[src/rtl/regfile_wb_arbiter_pkg.sv]
// Shared constants and types for the register-file writeback arbiter.
// The WB_ARB_FIXED_PRIO_EN build option is described in regfile_wb_arbiter.sv.
package regfile_wb_arbiter_pkg;

   localparam int XLEN = 32;
   localparam int NREG = 32;
   localparam int AW   = $clog2(NREG);

   localparam logic REQ_ALU = 1'b0;
   localparam logic REQ_LSU = 1'b1;

   typedef enum logic [1:0] {
      GNT_NONE = 2'd0,
      GNT_ALU  = 2'd1,
      GNT_LSU  = 2'd2
   } grant_e;

endpackage

[src/rtl/regfile_wb_arbiter_if.sv]
// Bundle of issue, hazard-query, writeback-requester and regfile-write signals.
// Handshake: a transfer happens at a rising edge where valid && ready; the
// requester holds valid/rd/data stable until accepted, and ready is combinational.
interface regfile_wb_arbiter_if;
   import regfile_wb_arbiter_pkg::*;

   logic            iss_valid;
   logic [AW-1:0]   iss_rd;
   logic            iss_ready;
   logic [AW-1:0]   rs1_q;
   logic [AW-1:0]   rs2_q;
   logic            rs1_busy;
   logic            rs2_busy;
   logic            alu_valid;
   logic [AW-1:0]   alu_rd;
   logic [XLEN-1:0] alu_data;
   logic            alu_ready;
   logic            lsu_valid;
   logic [AW-1:0]   lsu_rd;
   logic [XLEN-1:0] lsu_data;
   logic            lsu_ready;
   logic            wEn;
   logic [AW-1:0]   rd;
   logic [XLEN-1:0] write_data;
   logic [15:0]     grant_cnt;

   modport slave (
      input  iss_valid, iss_rd, rs1_q, rs2_q,
      input  alu_valid, alu_rd, alu_data, lsu_valid, lsu_rd, lsu_data,
      output iss_ready, rs1_busy, rs2_busy, alu_ready, lsu_ready,
      output wEn, rd, write_data, grant_cnt
   );

   modport master (
      output iss_valid, iss_rd, rs1_q, rs2_q,
      output alu_valid, alu_rd, alu_data, lsu_valid, lsu_rd, lsu_data,
      input  iss_ready, rs1_busy, rs2_busy, alu_ready, lsu_ready,
      input  wEn, rd, write_data, grant_cnt
   );

endinterface

[src/rtl/regfile_wb_arbiter_scoreboard.sv]
// Pending-write scoreboard: one bit per architectural register, set at issue,
// cleared by the writeback transfer; drives WAW stall and RAW busy lookups.
module wb_scoreboard
   import regfile_wb_arbiter_pkg::*;
(
   input  logic          clk,
   input  logic          rst_n,
   input  logic          iss_valid,
   input  logic [AW-1:0] iss_rd,
   input  logic          xfer,
   input  logic [AW-1:0] xfer_rd,
   input  logic [AW-1:0] rs1_q,
   input  logic [AW-1:0] rs2_q,
   output logic          iss_ready,
   output logic          rs1_busy,
   output logic          rs2_busy
);

   logic [NREG-1:0] pending;
   logic [NREG-1:0] pending_nxt;

   always_comb begin
      iss_ready = (iss_rd == '0) || !pending[iss_rd] || (xfer && (xfer_rd == iss_rd));
      rs1_busy  = (rs1_q != '0) && pending[rs1_q] && !(xfer && (xfer_rd == rs1_q));
      rs2_busy  = (rs2_q != '0) && pending[rs2_q] && !(xfer && (xfer_rd == rs2_q));
   end

   // Clear first, then set, so a new producer issued in the same cycle survives.
   always_comb begin
      pending_nxt = pending;
      if (xfer)
         pending_nxt[xfer_rd] = 1'b0;
      if (iss_valid && iss_ready && (iss_rd != '0))
         pending_nxt[iss_rd] = 1'b1;
      pending_nxt[0] = 1'b0;
   end

   always_ff @(posedge clk or negedge rst_n) begin
      if (!rst_n)
         pending <= '0;
      else
         pending <= pending_nxt;
   end

endmodule

[src/rtl/regfile_wb_arbiter.sv]
// Register-file write-port arbiter between ALU and LSU writeback, with scoreboard.
// Build option WB_ARB_FIXED_PRIO_EN: LSU always wins ties instead of round-robin.
module regfile_wb_arbiter
   import regfile_wb_arbiter_pkg::*;
(
   input  logic clk,
   input  logic rst_n,
   regfile_wb_arbiter_if.slave bus
);

   grant_e          grant;
   logic            xfer;
   logic [AW-1:0]   xfer_rd;
   logic [XLEN-1:0] xfer_data;

`ifndef WB_ARB_FIXED_PRIO_EN
   logic last_grant;
`endif

   always_comb begin
      grant = GNT_NONE;
      if (bus.alu_valid && bus.lsu_valid) begin
`ifdef WB_ARB_FIXED_PRIO_EN
         grant = GNT_LSU;
`else
         grant = (last_grant == REQ_LSU) ? GNT_ALU : GNT_LSU;
`endif
      end else if (bus.alu_valid) begin
         grant = GNT_ALU;
      end else if (bus.lsu_valid) begin
         grant = GNT_LSU;
      end
   end

   always_comb begin
      bus.alu_ready = (grant == GNT_ALU);
      bus.lsu_ready = (grant == GNT_LSU);
      xfer          = (grant != GNT_NONE);
      xfer_rd       = (grant == GNT_LSU) ? bus.lsu_rd   : bus.alu_rd;
      xfer_data     = (grant == GNT_LSU) ? bus.lsu_data : bus.alu_data;
   end

`ifndef WB_ARB_FIXED_PRIO_EN
   always_ff @(posedge clk or negedge rst_n) begin
      if (!rst_n)
         last_grant <= REQ_LSU;
      else if (xfer)
         last_grant <= (grant == GNT_LSU) ? REQ_LSU : REQ_ALU;
   end
`endif

   // Writes to x0 are accepted and counted but never reach the regfile.
   always_ff @(posedge clk or negedge rst_n) begin
      if (!rst_n) begin
         bus.wEn        <= 1'b0;
         bus.rd         <= '0;
         bus.write_data <= '0;
      end else begin
         bus.wEn <= xfer && (xfer_rd != '0);
         if (xfer) begin
            bus.rd         <= xfer_rd;
            bus.write_data <= xfer_data;
         end
      end
   end

   always_ff @(posedge clk or negedge rst_n) begin
      if (!rst_n)
         bus.grant_cnt <= '0;
      else if (xfer && (bus.grant_cnt != 16'hFFFF))
         bus.grant_cnt <= bus.grant_cnt + 16'd1;
   end

   wb_scoreboard u_scoreboard (
      .clk       (clk),
      .rst_n     (rst_n),
      .iss_valid (bus.iss_valid),
      .iss_rd    (bus.iss_rd),
      .xfer      (xfer),
      .xfer_rd   (xfer_rd),
      .rs1_q     (bus.rs1_q),
      .rs2_q     (bus.rs2_q),
      .iss_ready (bus.iss_ready),
      .rs1_busy  (bus.rs1_busy),
      .rs2_busy  (bus.rs2_busy)
   );

endmodule

[src/flat_wrapper.sv]
// flat-port wrapper written by rule: the top's interface ports become plain ports
module regfile_wb_arbiter_flat import regfile_wb_arbiter_pkg::*;
  (clk, rst_n, bus_iss_valid, bus_iss_rd, bus_rs1_q, bus_rs2_q, bus_alu_valid, bus_alu_rd, bus_alu_data, bus_lsu_valid, bus_lsu_rd, bus_lsu_data, bus_iss_ready, bus_rs1_busy, bus_rs2_busy, bus_alu_ready, bus_lsu_ready, bus_wEn, bus_rd, bus_write_data, bus_grant_cnt);
  regfile_wb_arbiter_if bus_i ();
  input  logic clk;
  input  logic rst_n;
  input wire logic [$bits(bus_i.iss_valid)-1:0] bus_iss_valid;
  input wire logic [$bits(bus_i.iss_rd)-1:0] bus_iss_rd;
  input wire logic [$bits(bus_i.rs1_q)-1:0] bus_rs1_q;
  input wire logic [$bits(bus_i.rs2_q)-1:0] bus_rs2_q;
  input wire logic [$bits(bus_i.alu_valid)-1:0] bus_alu_valid;
  input wire logic [$bits(bus_i.alu_rd)-1:0] bus_alu_rd;
  input wire logic [$bits(bus_i.alu_data)-1:0] bus_alu_data;
  input wire logic [$bits(bus_i.lsu_valid)-1:0] bus_lsu_valid;
  input wire logic [$bits(bus_i.lsu_rd)-1:0] bus_lsu_rd;
  input wire logic [$bits(bus_i.lsu_data)-1:0] bus_lsu_data;
  output wire logic [$bits(bus_i.iss_ready)-1:0] bus_iss_ready;
  output wire logic [$bits(bus_i.rs1_busy)-1:0] bus_rs1_busy;
  output wire logic [$bits(bus_i.rs2_busy)-1:0] bus_rs2_busy;
  output wire logic [$bits(bus_i.alu_ready)-1:0] bus_alu_ready;
  output wire logic [$bits(bus_i.lsu_ready)-1:0] bus_lsu_ready;
  output wire logic [$bits(bus_i.wEn)-1:0] bus_wEn;
  output wire logic [$bits(bus_i.rd)-1:0] bus_rd;
  output wire logic [$bits(bus_i.write_data)-1:0] bus_write_data;
  output wire logic [$bits(bus_i.grant_cnt)-1:0] bus_grant_cnt;
  assign bus_i.iss_valid = bus_iss_valid;
  assign bus_i.iss_rd = bus_iss_rd;
  assign bus_i.rs1_q = bus_rs1_q;
  assign bus_i.rs2_q = bus_rs2_q;
  assign bus_i.alu_valid = bus_alu_valid;
  assign bus_i.alu_rd = bus_alu_rd;
  assign bus_i.alu_data = bus_alu_data;
  assign bus_i.lsu_valid = bus_lsu_valid;
  assign bus_i.lsu_rd = bus_lsu_rd;
  assign bus_i.lsu_data = bus_lsu_data;
  assign bus_iss_ready = bus_i.iss_ready;
  assign bus_rs1_busy = bus_i.rs1_busy;
  assign bus_rs2_busy = bus_i.rs2_busy;
  assign bus_alu_ready = bus_i.alu_ready;
  assign bus_lsu_ready = bus_i.lsu_ready;
  assign bus_wEn = bus_i.wEn;
  assign bus_rd = bus_i.rd;
  assign bus_write_data = bus_i.write_data;
  assign bus_grant_cnt = bus_i.grant_cnt;
  regfile_wb_arbiter u_core (.clk(clk), .rst_n(rst_n), .bus(bus_i));
endmodule
[config.mk]
export PLATFORM = sky130hd
export DESIGN_NAME = regfile_wb_arbiter_flat
export DESIGN_NICKNAME = d
export VERILOG_FILES = /design/src/rtl/regfile_wb_arbiter_pkg.sv /design/src/rtl/regfile_wb_arbiter_if.sv /design/src/rtl/regfile_wb_arbiter_scoreboard.sv /design/src/rtl/regfile_wb_arbiter.sv /design/src/flat_wrapper.sv
export SDC_FILE = /design/constraint.sdc
export NUM_CORES = 1
export LEC_CHECK = 0
export BUFFER_PORTS_ARGS = -buffer_cell sky130_fd_sc_hd__buf_2
export CAP_MARGIN = 30
export CORE_MARGIN = 8
export CORE_UTILIZATION = 26
export CTS_CLUSTER_SIZE = 12
export DETAILED_ROUTE_END_ITERATION = 10
export HOLD_SLACK_MARGIN = 0.02
export SYNTH_ARGS = -nofsm -noshare
export SYNTH_HDL_FRONTEND = slang
export SYNTH_SLANG_ARGS = --single-unit
export TNS_END_PERCENT = 10
[constraint.sdc]
create_clock -name clk -period 4 [get_ports clk]
set_clock_uncertainty 0.1 [all_clocks]
set_input_delay 0.4 -clock clk [delete_from_list [all_inputs] [get_ports clk]]
set_output_delay 0.4 -clock clk [all_outputs]
set_load 0.05 [all_outputs]
==> impl_results.html, run 1 <==
<table>
<tr><th>Metric</th><th>Value</th></tr>
<tr><th colspan="2">Outcome</th></tr>
<tr><td>Run status</td><td>finished, final reports clean</td></tr>
<tr><th colspan="2">Synth</th></tr>
<tr><td>Number of storage elements in the synthesis netlist</td><td>between 80 and 90</td></tr>
<tr><td>Cell area after synthesis</td><td>slightly above 5000 µm²</td></tr>
<tr><td>Adder-Cell Fraction of Synth Area</td><td>0.00246</td></tr>
<tr><td>Library cell with the largest summed area after synthesis</td><td>sky130_fd_sc_hd__dfrtp_1</td></tr>
<tr><td>Compound-Gate Fraction of Synth Area</td><td>0.185</td></tr>
<tr><td>Cells after Synth</td><td>between 500 and 600</td></tr>
<tr><td>Number of different library cells in the post-synthesis netlist</td><td>between 50 and 60</td></tr>
<tr><td>Post-synthesis simple-gate area fraction</td><td>0.130</td></tr>
<tr><td>Net count after synthesis</td><td>around 620</td></tr>
<tr><td>Synth Area in XOR/XNOR</td><td>0.0482</td></tr>
<tr><td>Post-synth EDFFs</td><td>0</td></tr>
<tr><td>Top cells by area, synth</td><td>sky130_fd_sc_hd__dfrtp_1, sky130_fd_sc_hd__mux2i_1, sky130_fd_sc_hd__o21ai_0</td></tr>
<tr><td>Average cell area after synthesis</td><td>9.62 µm²</td></tr>
<tr><td>Proportion of synthesized area in mux cells</td><td>0.174</td></tr>
<tr><td>Post-synthesis sequential area ratio</td><td>0.423</td></tr>
<tr><td>Predominant post-synthesis flop cell</td><td>sky130_fd_sc_hd__dfrtp_1</td></tr>
<tr><td>Async set or reset register ratio after synthesis</td><td>1.00</td></tr>
<tr><td>Yosys warnings</td><td>0</td></tr>
<tr><td>Main combinational cell family by area after synthesis</td><td>compound AO/OA/AOI/OAI gates</td></tr>
<tr><td>Area share of the largest cell type after synthesis</td><td>0.418</td></tr>
<tr><th colspan="2">Floorplan</th></tr>
<tr><td>Placeable core region</td><td>around 19000 µm²</td></tr>
<tr><td>Die Height</td><td>roughly 160 µm</td></tr>
<tr><td>Total number of placement rows</td><td>51</td></tr>
<tr><td>Total die area</td><td>24300 µm²</td></tr>
<tr><td>Number of I/O pins</td><td>153</td></tr>
<tr><td>Initial Utilization</td><td>0.263</td></tr>
<tr><td>Die Wd</td><td>between 150 and 200 µm</td></tr>
<tr><th colspan="2">Placement</th></tr>
<tr><td>HPWL after DPL</td><td>about 13000 µm</td></tr>
<tr><td>Final Wtd Congestion</td><td>a little under 0.9</td></tr>
<tr><td>Port buffer count</td><td>152</td></tr>
<tr><td>Placement Cell Area</td><td>6100 µm²</td></tr>
<tr><td>Setup Slack @ Placement</td><td>around 0.95 ns</td></tr>
<tr><th colspan="2">Global route</th></tr>
<tr><td>Via count of the first global-routing pass</td><td>4567</td></tr>
<tr><td>First-pass GRT wire length</td><td>26400 µm</td></tr>
<tr><td>Overall overflow remaining after global route</td><td>0</td></tr>
<tr><td>Total track usage</td><td>0.141</td></tr>
<tr><td>Antenna violations before repair</td><td>1</td></tr>
<tr><td>Largest net degree at the start of global routing</td><td>68</td></tr>
<tr><th colspan="2">Setup path</th></tr>
<tr><td>Maximum fanout encountered on the critical timing path</td><td>15</td></tr>
<tr><td>Launch point of the worst path</td><td>u_core.last_grant</td></tr>
<tr><td>Required time worst endpoint</td><td>3.50 ns</td></tr>
<tr><td>Flop-to-flop setup slack</td><td>approximately 1.1 ns</td></tr>
<tr><td>Critical Path Source Type</td><td>flip-flop</td></tr>
<tr><td>Data arrival time at the worst-slack endpoint</td><td>2.87 ns</td></tr>
<tr><td>Cell chain of the critical path</td><td>a21bo_2, clkinv_2, mux2i_1, buf_4, a221o_1, a211oi_4, a32o_1, buf_2</td></tr>
<tr><td>Type of the setup path with the least slack</td><td>reg2out</td></tr>
<tr><td>Capturing element type of the critical path</td><td>output pin</td></tr>
<tr><td>Worst stage delay on the critical path</td><td>around 0.53 ns</td></tr>
<tr><td>Worst reg2reg path depth</td><td>8</td></tr>
<tr><td>Crit-path slowest cell</td><td>sky130_fd_sc_hd__dfstp_2</td></tr>
<tr><td>Reg2reg start</td><td>u_core.last_grant</td></tr>
<tr><th colspan="2">Job</th></tr>
<tr><td>Count of max-cap constraint violations</td><td>0</td></tr>
<tr><th colspan="2">Routing</th></tr>
<tr><td>Routed wirelength normalized by instance count</td><td>18.7 µm</td></tr>
<tr><td>Post-detailed-route count of antenna-violating nets</td><td>0</td></tr>
<tr><td>Length of the first detailed-routing pass in iterations</td><td>5</td></tr>
<tr><td>Via density per instance</td><td>5.08</td></tr>
<tr><td>Number of remaining DRC errors</td><td>0</td></tr>
<tr><td>Top Metal Used</td><td>met5</td></tr>
<tr><td>Routed metal-1 wire length</td><td>~7200 µm</td></tr>
<tr><td>Routed wire length on met2</td><td>7990 µm</td></tr>
<tr><td>Met3 wire length</td><td>1910 µm</td></tr>
<tr><td>Via count</td><td>4753</td></tr>
<tr><td>Detailed Route Iter0 Violations</td><td>~260</td></tr>
<tr><td>Total Wirelength</td><td>about 18000 µm</td></tr>
<tr><th colspan="2">CTS</th></tr>
<tr><td>Hold buffers post-CTS</td><td>0</td></tr>
<tr><td>Num Clock Sinks</td><td>86</td></tr>
<tr><td>Clock latency on the worst-skew pair</td><td>0.34 ns</td></tr>
<tr><td>CTS-repair resized insts</td><td>0</td></tr>
<tr><td>CTS tree</td><td>built</td></tr>
<tr><td>Number of buffers inserted during clock tree synthesis</td><td>9</td></tr>
<tr><td>Clock transition time at the flip-flop clock pins of the worst setup and hold paths</td><td>0.07 ns</td></tr>
<tr><td>Number of H-tree levels</td><td>3</td></tr>
<tr><td>Count of buffers added by post-CTS timing repair for setup</td><td>0</td></tr>
<tr><td>Buffer type at the clock tree root</td><td>sky130_fd_sc_hd__clkbuf_16</td></tr>
<tr><td>Maximum buffer depth of the clock tree</td><td>2</td></tr>
<tr><th colspan="2">Cells and area</th></tr>
<tr><td>Share of layout cells above drive strength 1</td><td>0.297</td></tr>
<tr><td>Cell area after layout</td><td>6430 µm²</td></tr>
<tr><td>Diodes inserted</td><td>0</td></tr>
<tr><td>End-of-flow core utilization</td><td>0.333</td></tr>
<tr><td>Register area</td><td>between 2000 and 2500 µm²</td></tr>
<tr><td>Total of fill cells in the finished design</td><td>2023</td></tr>
<tr><td>Total area of multi-input combinational cells</td><td>2750 µm²</td></tr>
<tr><td>Total number of nets in the final design</td><td>761</td></tr>
<tr><td>Layout area overhead</td><td>26.4%</td></tr>
<tr><td>Most common cell after layout, fill and taps aside</td><td>sky130_fd_sc_hd__buf_2</td></tr>
<tr><td>Most frequent cells in the layout</td><td>sky130_fd_sc_hd__buf_2, sky130_fd_sc_hd__dfrtp_1, sky130_fd_sc_hd__o21ai_0, sky130_fd_sc_hd__nand2_1, sky130_fd_sc_hd__mux2i_1</td></tr>
<tr><th colspan="2">Pwr</th></tr>
<tr><td>Total power divided by cell area</td><td>around 530 nW/µm²</td></tr>
<tr><td>Max rail drop VDD</td><td>0.000158 V</td></tr>
<tr><td>P_leak</td><td>2.94 nW</td></tr>
<tr><th colspan="2">Timing</th></tr>
<tr><td>Highest attainable clock frequency</td><td>297 MHz</td></tr>
<tr><td>Final period utilization</td><td>0.843</td></tr>
<tr><td>Slew HR</td><td>0.374</td></tr>
<tr><td>Final Max Slew Viols</td><td>0</td></tr>
<tr><td>Shortest period the worst path allows</td><td>3.37 ns</td></tr>
<tr><td>Setup repair after global routing missed its margin</td><td>no</td></tr>
<tr><td>Smallest setup slack after layout</td><td>0.630 ns</td></tr>
<tr><td>Hold slack</td><td>approximately 0.040 ns</td></tr>
<tr><td>Total Neg Setup Slack</td><td>0 ns</td></tr>
<tr><td>Measured slew at the worst slew-check pin</td><td>~0.9 ns</td></tr>
<tr><td># setup viols final</td><td>0</td></tr>
<tr><td>Final hold viol count</td><td>0</td></tr>
<tr><th colspan="2">Hold path</th></tr>
<tr><td>Worst Hold Class</td><td>in2async</td></tr>
</table>
==> cell families (layout without fill, tap and decap cells) <==
logic type,Yosys count,in the layout
AO/OA/AOI/OAI,158,158
XOR/XNOR,28,28
adder cells (fa/ha/maj),1,1
buffers and inverters,48,190
flip-flops,86,86
multiplexers,73,73
AND/OR/NAND/NOR,135,135
==> state kept, by name, indices dropped and copies added, names as in the netlist <==
register                     flops
u_core.bus.grant_cnt            16
u_core.bus.rd                    5
u_core.bus.wEn                   1
u_core.bus.write_data           32
u_core.last_grant                1
u_core.u_scoreboard.pending     31
==> stage by stage <==
stage / instances / power (W)
after global routing: 936 / 0.00358
after global placement: 920 / 0.00246
after floorplan: 529 / 0.00211
after CTS: 936 / 0.00342
final: 936 / 0.00339
after detailed placement: 920 / 0.00247
==> path summary, 6_finish.rpt <==
kind                                              endpoint
setup / recovery                             bus_iss_ready
hold / removal                   u_core.bus.write_data[21]
setup reg to reg           u_core.u_scoreboard.pending[13]
hold reg to reg                           u_core.bus.rd[2]
max in group asynchronous                 u_core.bus.rd[1]
min in group clk                 u_core.bus.write_data[29]
==> critical path: cells and delay by family (launching register included) <==
family,cells,cell delay (ns)
compound gates,4,1.13
flops,1,0.53
buf+inv,3,0.70
mux,1,0.17
==> layout make-up <==
| class | instances | share of cell area |
|---|---|---|
| Timing Repair Buffer | 156 | 0.123 |
| Sequential cell | 86 | 0.335 |
| Tap cell | 265 | 0.0515 |
| Clock buffer | 11 | 0.0393 |
| Multi-Input combinational cell | 395 | 0.428 |
| Inverter | 18 | 0.0107 |
| Clock inverter | 5 | 0.0126 |
==> metal layers <==
layer	track usage	vias to the layer above
met5	0	-
met4	0.0504	2
met3	0.0482	30
met2	0.223	240
met1	0.174	2273
li1	-	2208
==> cell usage after synthesis (all sizes together) (5+ instances only) <==
| cell type | count |
|---|---|
| a21oi | 18 |
| xor2 | 9 |
| mux2i | 57 |
| o21ai | 100 |
| nand3 | 9 |
| buf | 8 |
| nor3 | 11 |
| clkbuf | 22 |
| mux4 | 12 |
| inv | 17 |
| nor2 | 15 |
| and3 | 5 |
| xnor2 | 19 |
| nand4 | 9 |
| dfrtp | 85 |
| nand2 | 59 |
| o22ai | 8 |
==> where the power goes <==
group,switching [W],internal (W)
clock,0.000350,0.000581
sequential,0.000194,0.00107
combinational,0.000793,0.000401
total,0.00134,0.00205
(Power assumes the default switching activity.)
==> run 2, diff against run 1 <==
--- a/config.mk
+++ b/config.mk
@@ -5,6 +5,7 @@
 export SDC_FILE = /design/constraint.sdc
 export NUM_CORES = 1
 export LEC_CHECK = 0
+export ABC_AREA = 1
 export BUFFER_PORTS_ARGS = -buffer_cell sky130_fd_sc_hd__buf_2
 export CAP_MARGIN = 30
 export CORE_MARGIN = 8
==> constraint.sdc (replaced) <==
create_clock -name clk -period 3.34 [get_ports clk]
set_clock_uncertainty 0.1 [all_clocks]
set_input_delay 0.334 -clock clk [delete_from_list [all_inputs] [get_ports clk]]
set_output_delay 0.334 -clock clk [all_outputs]
set_load 0.05 [all_outputs]
==> impl_results.html, run 2 <==
<table>
<tr><th>Metric</th><th>Value</th></tr>
<tr><th colspan="2">Cells and area</th></tr>
<tr><td>Register bank with the most flops</td><td>u_core.bus.write_data</td></tr>
<tr><td>Share of layout cells above drive strength 1</td><td>0.224 (-0.0723)</td></tr>
<tr><td>Total number of nets in the final design</td><td>1062 (+40%)</td></tr>
<tr><td>Register area</td><td>2150 µm² (unchanged)</td></tr>
<tr><td>Most common cell after layout, fill and taps aside</td><td>sky130_fd_sc_hd__nand2_1</td></tr>
<tr><td>Top Registers</td><td>u_core.bus.write_data (32), u_core.u_scoreboard.pending (31), u_core.bus.grant_cnt (16)</td></tr>
<tr><td>Layout area overhead</td><td>23.4%</td></tr>
<tr><td>Non-filler cells in the finished layout</td><td>1252 (+34%)</td></tr>
<tr><td>Total area of multi-input combinational cells</td><td>3020 µm² (+9.9%)</td></tr>
<tr><td>Most frequent cells in the layout</td><td>sky130_fd_sc_hd__nand2_1, sky130_fd_sc_hd__buf_2, sky130_fd_sc_hd__nor2_1, sky130_fd_sc_hd__dfrtp_1, sky130_fd_sc_hd__o21ai_0</td></tr>
<tr><td>Total of fill cells in the finished design</td><td>2371 (+17%)</td></tr>
<tr><td>Diodes inserted</td><td>0 (unchanged)</td></tr>
<tr><td>Max FFs per register</td><td>32 (unchanged)</td></tr>
<tr><th colspan="2">Synth</th></tr>
<tr><td>Average cell area after synthesis</td><td>6.83 µm² (-29%)</td></tr>
<tr><td>Library cell with the largest summed area after synthesis</td><td>sky130_fd_sc_hd__dfrtp_1</td></tr>
<tr><td>Predominant post-synthesis flop cell</td><td>sky130_fd_sc_hd__dfrtp_1</td></tr>
<tr><td>Async set or reset register ratio after synthesis</td><td>1.00 (unchanged)</td></tr>
<tr><td>Top cells by area, synth</td><td>sky130_fd_sc_hd__dfrtp_1, sky130_fd_sc_hd__nand2_1, sky130_fd_sc_hd__nor2_1</td></tr>
<tr><td>Most frequent cell after synthesis</td><td>sky130_fd_sc_hd__nand2_1</td></tr>
<tr><td>Cell area after synthesis</td><td>5650 µm² (+11%)</td></tr>
<tr><td>Number of storage elements in the synthesis netlist</td><td>86 (unchanged)</td></tr>
<tr><td>Area share of the largest cell type after synthesis</td><td>0.376 (-0.0416)</td></tr>
<tr><td>Net count after synthesis</td><td>923 (+48%)</td></tr>
<tr><td>Yosys warnings</td><td>0 (unchanged)</td></tr>
<tr><td>Post-synthesis sequential area ratio</td><td>0.381 (-0.0422)</td></tr>
<tr><td>Number of different library cells in the post-synthesis netlist</td><td>34 (-38%)</td></tr>
<tr><td>Post-synth EDFFs</td><td>0 (unchanged)</td></tr>
<tr><td>Ranking of synthesized cells by instance count</td><td>sky130_fd_sc_hd__nand2_1, sky130_fd_sc_hd__nor2_1, sky130_fd_sc_hd__dfrtp_1</td></tr>
<tr><td>Cells after Synth</td><td>828 (+57%)</td></tr>
<tr><th colspan="2">Hold path</th></tr>
<tr><td>Terminating pin of the worst hold path</td><td>u_core.bus.write_data[17]</td></tr>
<tr><td>Worst Hold Class</td><td>in2reg</td></tr>
<tr><td>WHS Path Cells</td><td>3</td></tr>
<tr><td>Hold path startpoint</td><td>bus_lsu_data[17]</td></tr>
<tr><th colspan="2">Pwr</th></tr>
<tr><td>P_leak</td><td>3.47 nW (+18%)</td></tr>
<tr><td>Reg power frac</td><td>0.370 (-0.003)</td></tr>
<tr><td>Max rail drop VDD</td><td>0.000520 V (+230%)</td></tr>
<tr><td>Power Total</td><td>0.00405 W (+20%)</td></tr>
<tr><td>Share of total power consumed by net switching</td><td>0.420 (+0.0258)</td></tr>
<tr><td>Relative contribution of combinational cells to total power</td><td>0.356 (+0.004)</td></tr>
<tr><td>Sw power</td><td>0.00170 W (+27%)</td></tr>
<tr><td>Clock network fraction of design power</td><td>0.274 (about the same)</td></tr>
<tr><td>Cell-internal power</td><td>0.00235 W (+14%)</td></tr>
<tr><td>Total power divided by cell area</td><td>581 nW/µm² (+10%)</td></tr>
<tr><th colspan="2">Routing</th></tr>
<tr><td>Length of the first detailed-routing pass in iterations</td><td>7 (+2)</td></tr>
<tr><td>Detailed Route Iter0 Violations</td><td>425 (+62%)</td></tr>
<tr><td>Number of remaining DRC errors</td><td>0 (unchanged)</td></tr>
<tr><td>Via density per instance</td><td>4.77 (-6.0%)</td></tr>
<tr><td>Post-detailed-route count of antenna-violating nets</td><td>0 (unchanged)</td></tr>
<tr><td>Total Wirelength</td><td>19600 µm (+12%)</td></tr>
<tr><td>Routed wirelength normalized by instance count</td><td>15.6 µm (-16%)</td></tr>
<tr><td>Via count</td><td>5975 (+26%)</td></tr>
<tr><th colspan="2">Floorplan</th></tr>
<tr><td>Die Wd</td><td>163 µm (+4.8%)</td></tr>
<tr><td>Number of I/O pins</td><td>153 (unchanged)</td></tr>
<tr><td>Placeable core region</td><td>21600 µm² (+11%)</td></tr>
<tr><td>Die Height</td><td>163 µm (+4.8%)</td></tr>
<tr><td>Total number of placement rows</td><td>54 (+5.9%)</td></tr>
<tr><td>Initial Utilization</td><td>0.262 (-0.000965)</td></tr>
<tr><td>Total die area</td><td>26700 µm² (+9.9%)</td></tr>
<tr><th colspan="2">Timing</th></tr>
<tr><td>Final period utilization</td><td>0.861</td></tr>
<tr><td>Final Max Slew Viols</td><td>0 (unchanged)</td></tr>
<tr><td>Shortest period the worst path allows</td><td>2.88 ns</td></tr>
<tr><td>Slew HR</td><td>0.585 (+0.211)</td></tr>
<tr><td>Total Neg Setup Slack</td><td>0 ns (unchanged)</td></tr>
<tr><td>Final hold viol count</td><td>0 (unchanged)</td></tr>
<tr><td>Measured slew at the worst slew-check pin</td><td>0.623 ns (-0.293 ns)</td></tr>
<tr><td>Setup repair after global routing missed its margin</td><td>no</td></tr>
<tr><td># setup viols final</td><td>0 (unchanged)</td></tr>
<tr><td>Highest attainable clock frequency</td><td>348 MHz</td></tr>
<tr><th colspan="2">Setup path</th></tr>
<tr><td>Worst reg2reg path depth</td><td>11 (+3)</td></tr>
<tr><td>Cell chain of the critical path</td><td>nand2_2, nand2_2, nand2_1, nand2_1, xor2_1, a21oi_1, nand2_1, nor2_1, nor2_1, buf_2</td></tr>
<tr><td>Reg2reg start</td><td>u_core.last_grant</td></tr>
<tr><td>Worst stage delay on the critical path</td><td>0.54 ns (about the same)</td></tr>
<tr><td>Maximum fanout encountered on the critical timing path</td><td>11 (-4)</td></tr>
<tr><td>Capturing element type of the critical path</td><td>output pin</td></tr>
<tr><td>Flop-to-flop setup slack</td><td>0.93 ns (-0.15 ns)</td></tr>
<tr><td>Data arrival time at the worst-slack endpoint</td><td>2.44 ns (-0.43 ns)</td></tr>
<tr><td>Worst reg2reg endpoint</td><td>u_core.u_scoreboard.pending[8]</td></tr>
<tr><td>Type of the setup path with the least slack</td><td>reg2out</td></tr>
<tr><td>Crit-path slowest cell</td><td>sky130_fd_sc_hd__dfstp_2</td></tr>
<tr><td>Required time worst endpoint</td><td>2.91 ns (-0.59 ns)</td></tr>
<tr><td>Cell occurring most often along the worst timing path</td><td>sky130_fd_sc_hd__nand2_1</td></tr>
<tr><td>Critical Path Source Type</td><td>flip-flop</td></tr>
<tr><th colspan="2">Placement</th></tr>
<tr><td>Placed cell count</td><td>1234 (+34%)</td></tr>
<tr><td>Port buffer count</td><td>152 (unchanged)</td></tr>
<tr><td>HPWL after DPL</td><td>14700 µm (+12%)</td></tr>
<tr><td>Final Wtd Congestion</td><td>0.971 (+9.1%)</td></tr>
<tr><th colspan="2">CTS</th></tr>
<tr><td>Clock latency on the worst-skew pair</td><td>0.35 ns (about the same)</td></tr>
<tr><td>Count of buffers added by post-CTS timing repair for setup</td><td>0 (unchanged)</td></tr>
<tr><td>Maximum buffer depth of the clock tree</td><td>2 (unchanged)</td></tr>
<tr><td>Hold buffers post-CTS</td><td>0 (unchanged)</td></tr>
<tr><td>CTS-repair resized insts</td><td>0 (unchanged)</td></tr>
<tr><td>Number of buffers inserted during clock tree synthesis</td><td>9 (unchanged)</td></tr>
<tr><td>Num Clock Sinks</td><td>86 (unchanged)</td></tr>
<tr><td>Buffer type at the clock tree root</td><td>sky130_fd_sc_hd__clkbuf_16</td></tr>
<tr><td>Number of H-tree levels</td><td>3 (unchanged)</td></tr>
<tr><td>Clock transition time at the flip-flop clock pins of the worst setup and hold paths</td><td>0.07 ns (about the same)</td></tr>
<tr><td>CTS tree</td><td>built</td></tr>
<tr><th colspan="2">Global route</th></tr>
<tr><td>First-pass GRT wire length</td><td>31200 µm (+18%)</td></tr>
<tr><td>Total track usage</td><td>0.149 (+0.00814)</td></tr>
<tr><td>Largest net degree at the start of global routing</td><td>73 (+7.4%)</td></tr>
<tr><td>Overall overflow remaining after global route</td><td>0 (unchanged)</td></tr>
<tr><td>Via count of the first global-routing pass</td><td>5783 (+27%)</td></tr>
<tr><td>Antenna violations before repair</td><td>4 (+3)</td></tr>
<tr><th colspan="2">Job</th></tr>
<tr><td>Count of max-cap constraint violations</td><td>0 (unchanged)</td></tr>
<tr><th colspan="2">Outcome</th></tr>
<tr><td>Run status</td><td>finished, final reports clean</td></tr>
</table>
## run 2: critical path, delay by kind of cell, from the launching register on
family	cells	cell delay [ns]
flip-flops	1	0.54
AND/OR/NAND/NOR	7	1.06
AO/OA/AOI/OAI	1	0.16
XOR/XNOR	1	0.11
buffers and inverters	1	0.22
## run 2: metrics by stage
step | hold WS [ns] | setup WS [ns] | util | cell area, µm²
after floorplan | -0.0616 | 0.893 | - | 5650
after global placement | 0.366 | 0.917 | 0.307 | 6610
after detailed placement | 0.378 | 0.873 | 0.307 | 6610
after CTS | 0.0690 | 0.478 | 0.322 | 6940
after global routing | 0.118 | 0.253 | 0.324 | 6980
final | 0.128 | 0.464 | 0.324 | 6980
## run 2: power by group through the flow
stage,combinational (W),clock (W),sequential [W]
after global placement,0.00143,0,0.00152
after floorplan,0.000706,0,0.00182
after global routing,0.00159,0.00119,0.00154
after CTS,0.00144,0.00114,0.00150
after detailed placement,0.00144,0,0.00152
final,0.00144,0.00111,0.00150
## run 2: kinds of logic after synthesis
kind of cell | share of synthesized area
flops | 0.381
simple gates | 0.378
buf+inv | 0.0841
compound gates | 0.127
fa+ha+maj | 0.00221
xor+xnor | 0.0279
## run 2: layer usage
layer	global-route usage	wire length [µm]	vias to the layer above
li1	-	-	2961
met1	0.203	9030	2689
met2	0.213	8250	277
met3	0.0489	1850	40
met4	0.0563	392	8
met5	0	50	-
## run 2: final cells by class
class	count	area share
Clock buffer	11	0.0348
Clock inverter	5	0.0117
Inverter	65	0.0357
Multi-Input combinational cell	641	0.433
Sequential cell	86	0.309
Tap cell	280	0.0502
Timing Repair Buffer	164	0.126
## run 2: how the worst max path moves through the flow
stage,from,to,slack [ns],cells after the start
floorplan,u_core.last_grant,bus_rs2_busy,0.89,9
global placement,bus_alu_valid,bus_rs1_busy,0.92,12
detailed placement,u_core.last_grant,bus_rs1_busy,0.87,10
CTS,u_core.last_grant,bus_rs1_busy,0.48,10
global route,u_core.last_grant,bus_rs1_busy,0.25,10
finish,u_core.last_grant,bus_rs1_busy,0.46,10
==> run 3, diff against run 2 <==
--- a/config.mk
+++ b/config.mk
@@ -9,11 +9,12 @@
 export BUFFER_PORTS_ARGS = -buffer_cell sky130_fd_sc_hd__buf_2
 export CAP_MARGIN = 30
 export CORE_MARGIN = 8
-export CORE_UTILIZATION = 26
+export CORE_UTILIZATION = 25
 export CTS_CLUSTER_SIZE = 12
 export DETAILED_ROUTE_END_ITERATION = 10
 export HOLD_SLACK_MARGIN = 0.02
 export SYNTH_ARGS = -nofsm -noshare
 export SYNTH_HDL_FRONTEND = slang
+export SYNTH_HIERARCHICAL = 1
 export SYNTH_SLANG_ARGS = --single-unit
 export TNS_END_PERCENT = 10
==> impl_results.html, run 3 <==
<table>
<tr><th>Metric</th><th>Value</th></tr>
<tr><th colspan="2">Floorplan</th></tr>
<tr><td>Number of I/O pins</td><td>153 (unchanged)</td></tr>
<tr><td>Placeable core region</td><td>22600 µm² (+4.7%)</td></tr>
<tr><td>Total number of placement rows</td><td>55 (+1.9%)</td></tr>
<tr><td>Total die area</td><td>28000 µm² (+5.0%)</td></tr>
<tr><td>Die Wd</td><td>167 µm (+2.5%)</td></tr>
<tr><td>Die Height</td><td>167 µm (+2.5%)</td></tr>
<tr><td>Initial Utilization</td><td>0.254 (-0.00817)</td></tr>
<tr><th colspan="2">Timing</th></tr>
<tr><td>Shortest period the worst path allows</td><td>3.08 ns (+0.202 ns)</td></tr>
<tr><td>Highest attainable clock frequency</td><td>325 MHz (-6.6%)</td></tr>
<tr><td>Final hold viol count</td><td>0 (unchanged)</td></tr>
<tr><td>Slew HR</td><td>0.631 (+0.0465)</td></tr>
<tr><td>Final Max Slew Viols</td><td>0 (unchanged)</td></tr>
<tr><td># setup viols final</td><td>0 (unchanged)</td></tr>
<tr><td>Measured slew at the worst slew-check pin</td><td>0.553 ns (-0.0698 ns)</td></tr>
<tr><td>Setup repair after global routing missed its margin</td><td>no</td></tr>
<tr><td>Final period utilization</td><td>0.921 (+0.0604)</td></tr>
<tr><td>Total Neg Setup Slack</td><td>0 ns (unchanged)</td></tr>
<tr><th colspan="2">Synth</th></tr>
<tr><td>Cells after Synth</td><td>820 (-0.97%)</td></tr>
<tr><td>Area share of the largest cell type after synthesis</td><td>0.371 (-0.00542)</td></tr>
<tr><td>Ranking of synthesized cells by instance count</td><td>sky130_fd_sc_hd__nand2_1, sky130_fd_sc_hd__o21ai_0, sky130_fd_sc_hd__nor2_1</td></tr>
<tr><td>Library cell with the largest summed area after synthesis</td><td>sky130_fd_sc_hd__dfrtp_1</td></tr>
<tr><td>Yosys warnings</td><td>6 (+6)</td></tr>
<tr><td>Top cells by area, synth</td><td>sky130_fd_sc_hd__dfrtp_1, sky130_fd_sc_hd__nand2_1, sky130_fd_sc_hd__o21ai_0</td></tr>
<tr><td>Net count after synthesis</td><td>915 (-0.87%)</td></tr>
<tr><td>Predominant post-synthesis flop cell</td><td>sky130_fd_sc_hd__dfrtp_1</td></tr>
<tr><td>Post-synthesis sequential area ratio</td><td>0.376 (-0.00549)</td></tr>
<tr><td>Number of storage elements in the synthesis netlist</td><td>86 (unchanged)</td></tr>
<tr><td>Post-synth EDFFs</td><td>0 (unchanged)</td></tr>
<tr><td>Average cell area after synthesis</td><td>6.99 µm² (+2.5%)</td></tr>
<tr><td>Most frequent cell after synthesis</td><td>sky130_fd_sc_hd__nand2_1</td></tr>
<tr><td>Number of different library cells in the post-synthesis netlist</td><td>35 (+2.9%)</td></tr>
<tr><td>Cell area after synthesis</td><td>5730 µm² (+1.5%)</td></tr>
<tr><td>Async set or reset register ratio after synthesis</td><td>1.00 (unchanged)</td></tr>
<tr><th colspan="2">Cells and area</th></tr>
<tr><td>Share of layout cells above drive strength 1</td><td>0.245 (+0.0203)</td></tr>
<tr><td>Most frequent cells in the layout</td><td>sky130_fd_sc_hd__nand2_1, sky130_fd_sc_hd__buf_2, sky130_fd_sc_hd__o21ai_0, sky130_fd_sc_hd__nor2_1, sky130_fd_sc_hd__dfrtp_1</td></tr>
<tr><td>Layout area overhead</td><td>21.6%</td></tr>
<tr><td>Most common cell after layout, fill and taps aside</td><td>sky130_fd_sc_hd__nand2_1</td></tr>
<tr><td>End-of-flow core utilization</td><td>0.309 (-0.0148)</td></tr>
<tr><td>Non-filler cells in the finished layout</td><td>1247 (-0.40%)</td></tr>
<tr><td>Total number of nets in the final design</td><td>1051 (-1.0%)</td></tr>
<tr><td>Max FFs per register</td><td>32 (unchanged)</td></tr>
<tr><td>Cell area after layout</td><td>6970 µm² (about the same)</td></tr>
<tr><td>Register bank with the most flops</td><td>u_core/bus.write_data</td></tr>
<tr><td>Top Registers</td><td>u_core/bus.write_data (32), u_core/u_scoreboard/pending (31), u_core/bus.grant_cnt (16)</td></tr>
<tr><th colspan="2">Setup path</th></tr>
<tr><td>Maximum fanout encountered on the critical timing path</td><td>21 (+10)</td></tr>
<tr><td>Required time worst endpoint</td><td>2.91 ns (about the same)</td></tr>
<tr><td>Cell chain of the critical path</td><td>nand2_1, nand2_4, o21ai_0, inv_1, clkinv_1, a221oi_1, nand2_1, nor2_1, nor2_1, buf_2</td></tr>
<tr><td>Capturing element type of the critical path</td><td>output pin</td></tr>
<tr><td>Data arrival time at the worst-slack endpoint</td><td>2.64 ns (+0.20 ns)</td></tr>
<tr><td>Crit-path slowest cell</td><td>sky130_fd_sc_hd__dfstp_2</td></tr>
<tr><td>Type of the setup path with the least slack</td><td>reg2out</td></tr>
<tr><td>Worst stage delay on the critical path</td><td>0.54 ns (about the same)</td></tr>
<tr><td>Critical Path Source Type</td><td>flip-flop</td></tr>
<tr><th colspan="2">Placement</th></tr>
<tr><td>HPWL after DPL</td><td>14400 µm (-2.5%)</td></tr>
<tr><td>Placed cell count</td><td>1229 (-0.41%)</td></tr>
<tr><td>Port buffer count</td><td>152 (unchanged)</td></tr>
<tr><td>Placement Cell Area</td><td>6670 µm² (+0.91%)</td></tr>
<tr><td>Final Wtd Congestion</td><td>0.920 (-5.2%)</td></tr>
<tr><th colspan="2">CTS</th></tr>
<tr><td>Num Clock Sinks</td><td>86 (unchanged)</td></tr>
<tr><td>Clock transition time at the flip-flop clock pins of the worst setup and hold paths</td><td>0.07 ns (about the same)</td></tr>
<tr><td>CTS tree</td><td>built</td></tr>
<tr><td>Number of buffers inserted during clock tree synthesis</td><td>9 (unchanged)</td></tr>
<tr><td>Number of H-tree levels</td><td>3 (unchanged)</td></tr>
<tr><td>Maximum buffer depth of the clock tree</td><td>2 (unchanged)</td></tr>
<tr><td>Count of buffers added by post-CTS timing repair for setup</td><td>0 (unchanged)</td></tr>
<tr><td>Buffer type at the clock tree root</td><td>sky130_fd_sc_hd__clkbuf_16</td></tr>
<tr><td>Clock latency on the worst-skew pair</td><td>0.35 ns (about the same)</td></tr>
<tr><th colspan="2">Routing</th></tr>
<tr><td>Detailed Route Iter0 Violations</td><td>488 (+15%)</td></tr>
<tr><td>Post-detailed-route count of antenna-violating nets</td><td>0 (unchanged)</td></tr>
<tr><td>Top Metal Used</td><td>met4</td></tr>
<tr><td>Total Wirelength</td><td>19100 µm (-2.3%)</td></tr>
<tr><td>Routed wirelength normalized by instance count</td><td>15.3 µm (-1.9%)</td></tr>
<tr><td>Via density per instance</td><td>4.80 (+0.60%)</td></tr>
<tr><td>Routed wire length on met2</td><td>8600 µm (+4.2%)</td></tr>
<tr><td>Number of remaining DRC errors</td><td>0 (unchanged)</td></tr>
<tr><td>Routed metal-1 wire length</td><td>8570 µm (-5.1%)</td></tr>
<tr><td>Via count</td><td>5987 (+0.20%)</td></tr>
<tr><td>Length of the first detailed-routing pass in iterations</td><td>5 (-2)</td></tr>
<tr><td>Met3 wire length</td><td>1450 µm (-22%)</td></tr>
<tr><th colspan="2">Global route</th></tr>
<tr><td>Total track usage</td><td>0.135 (-0.0135)</td></tr>
<tr><td>Antenna violations before repair</td><td>1 (-3)</td></tr>
<tr><td>Overall overflow remaining after global route</td><td>0 (unchanged)</td></tr>
<tr><td>Via count of the first global-routing pass</td><td>5954 (+3.0%)</td></tr>
<tr><td>Largest net degree at the start of global routing</td><td>45 (-38%)</td></tr>
<tr><td>First-pass GRT wire length</td><td>30800 µm (-1.3%)</td></tr>
<tr><th colspan="2">Pwr</th></tr>
<tr><td>Power Total</td><td>0.00379 W (-6.5%)</td></tr>
<tr><td>Clock network fraction of design power</td><td>0.251 (-0.023)</td></tr>
<tr><td>Total power divided by cell area</td><td>544 nW/µm² (-6.5%)</td></tr>
<tr><td>Max rail drop VDD</td><td>0.000478 V (-8.0%)</td></tr>
<tr><td>P_leak</td><td>3.27 nW (-5.6%)</td></tr>
<tr><td>Reg power frac</td><td>0.393 (+0.023)</td></tr>
<tr><td>Cell-internal power</td><td>0.00213 W (-9.2%)</td></tr>
<tr><td>Sw power</td><td>0.00166 W (-2.8%)</td></tr>
<tr><td>Relative contribution of combinational cells to total power</td><td>0.355 (about the same)</td></tr>
<tr><td>Share of total power consumed by net switching</td><td>0.437 (+0.0165)</td></tr>
<tr><th colspan="2">Job</th></tr>
<tr><td>Count of max-cap constraint violations</td><td>0 (unchanged)</td></tr>
<tr><th colspan="2">Outcome</th></tr>
<tr><td>Run status</td><td>finished, final reports clean</td></tr>
<tr><th colspan="2">Hold path</th></tr>
<tr><td>Worst Hold Class</td><td>in2reg</td></tr>
</table>
==> run 3: path summary, 6_finish.rpt <==
kind / depth (start not counted) / from / slack (ns) / to
worst min register to register: 2 / u_core/bus.write_data[3] / 0.38 / u_core/bus.write_data[3]
worst max-delay path: 10 / u_core/last_grant / 0.26 / bus_rs1_busy
min in group asynchronous: 2 / rst_n / 0.41 / u_core/bus.grant_cnt[11]
worst max register to register: 13 / u_core/last_grant / 0.66 / u_core/u_scoreboard/pending[31]
worst min-delay path: 3 / bus_alu_data[24] / 0.14 / u_core/bus.write_data[24]
max in group asynchronous: 3 / rst_n / 1.95 / u_core/u_scoreboard/pending[16]
==> run 3: layout make-up <==
| class | count | area [µm²] |
|---|---|---|
| timing repair buffer | 162 | 853 |
| clock buffer | 9 | 225 |
| antenna | 1 | 2.50 |
| multi-input combinational | 629 | 3070 |
| clock inverter | 7 | 50.0 |
| fill | 2508 | 15600 |
| sequential | 86 | 2150 |
| inverter | 68 | 264 |
| tap | 285 | 357 |
==> run 3: layer usage <==
layer,up-vias,global-route usage
met1,2763,0.172
met4,0,0.0540
li1,2964,-
met5,-,0
met3,32,0.0327
met2,228,0.216
==> run 3: cells by family (layout without fill, tap and decap cells) <==
family,Yosys count,count (layout),synth area share
XOR/XNOR,7,7,0.0107
other,0,1,0
flip-flops,86,86,0.376
AND/OR/NAND/NOR,439,439,0.349
AO/OA/AOI/OAI,182,182,0.172
buffers and inverters,105,246,0.0908
adder cells (fa/ha/maj),1,1,0.00218
==> run 3: power groups by stage <==
stage          Sequential [W]  Combinational, W  Clock, W
2_1_floorplan         0.00175          0.000695         0
3_5_place_dp          0.00150           0.00135         0
4_1_cts               0.00148           0.00135  0.000984
3_3_place_gp          0.00150           0.00133         0
5_1_grt               0.00152           0.00148   0.00102
6_report              0.00149           0.00135  0.000952
==> run 3: what timing repair did <==
action | CTS | global route
hold buffers | 1 | 0
endpoints found under the setup margin | 0 | 3
hold endpoints to repair | 38 | 0
gates resized for setup | 0 | 3
==> run 3: critical path, delay by kind of cell (launching register included) <==
kind | cells | cell delay, ns
buffers and inverters | 3 | 0.66
DFF | 1 | 0.54
and+or+nand+nor | 5 | 0.59
AOI/OAI and AO/OA | 2 | 0.49
==> run 3: per-stage QoR <==
stage               worst slack (ns)  hold slack [ns]
floorplan                      0.731          -0.0616
detailed placement             0.511            0.268
CTS                            0.179            0.126
global placement               0.571            0.264
global route                  0.0298            0.131
finish                         0.262            0.138
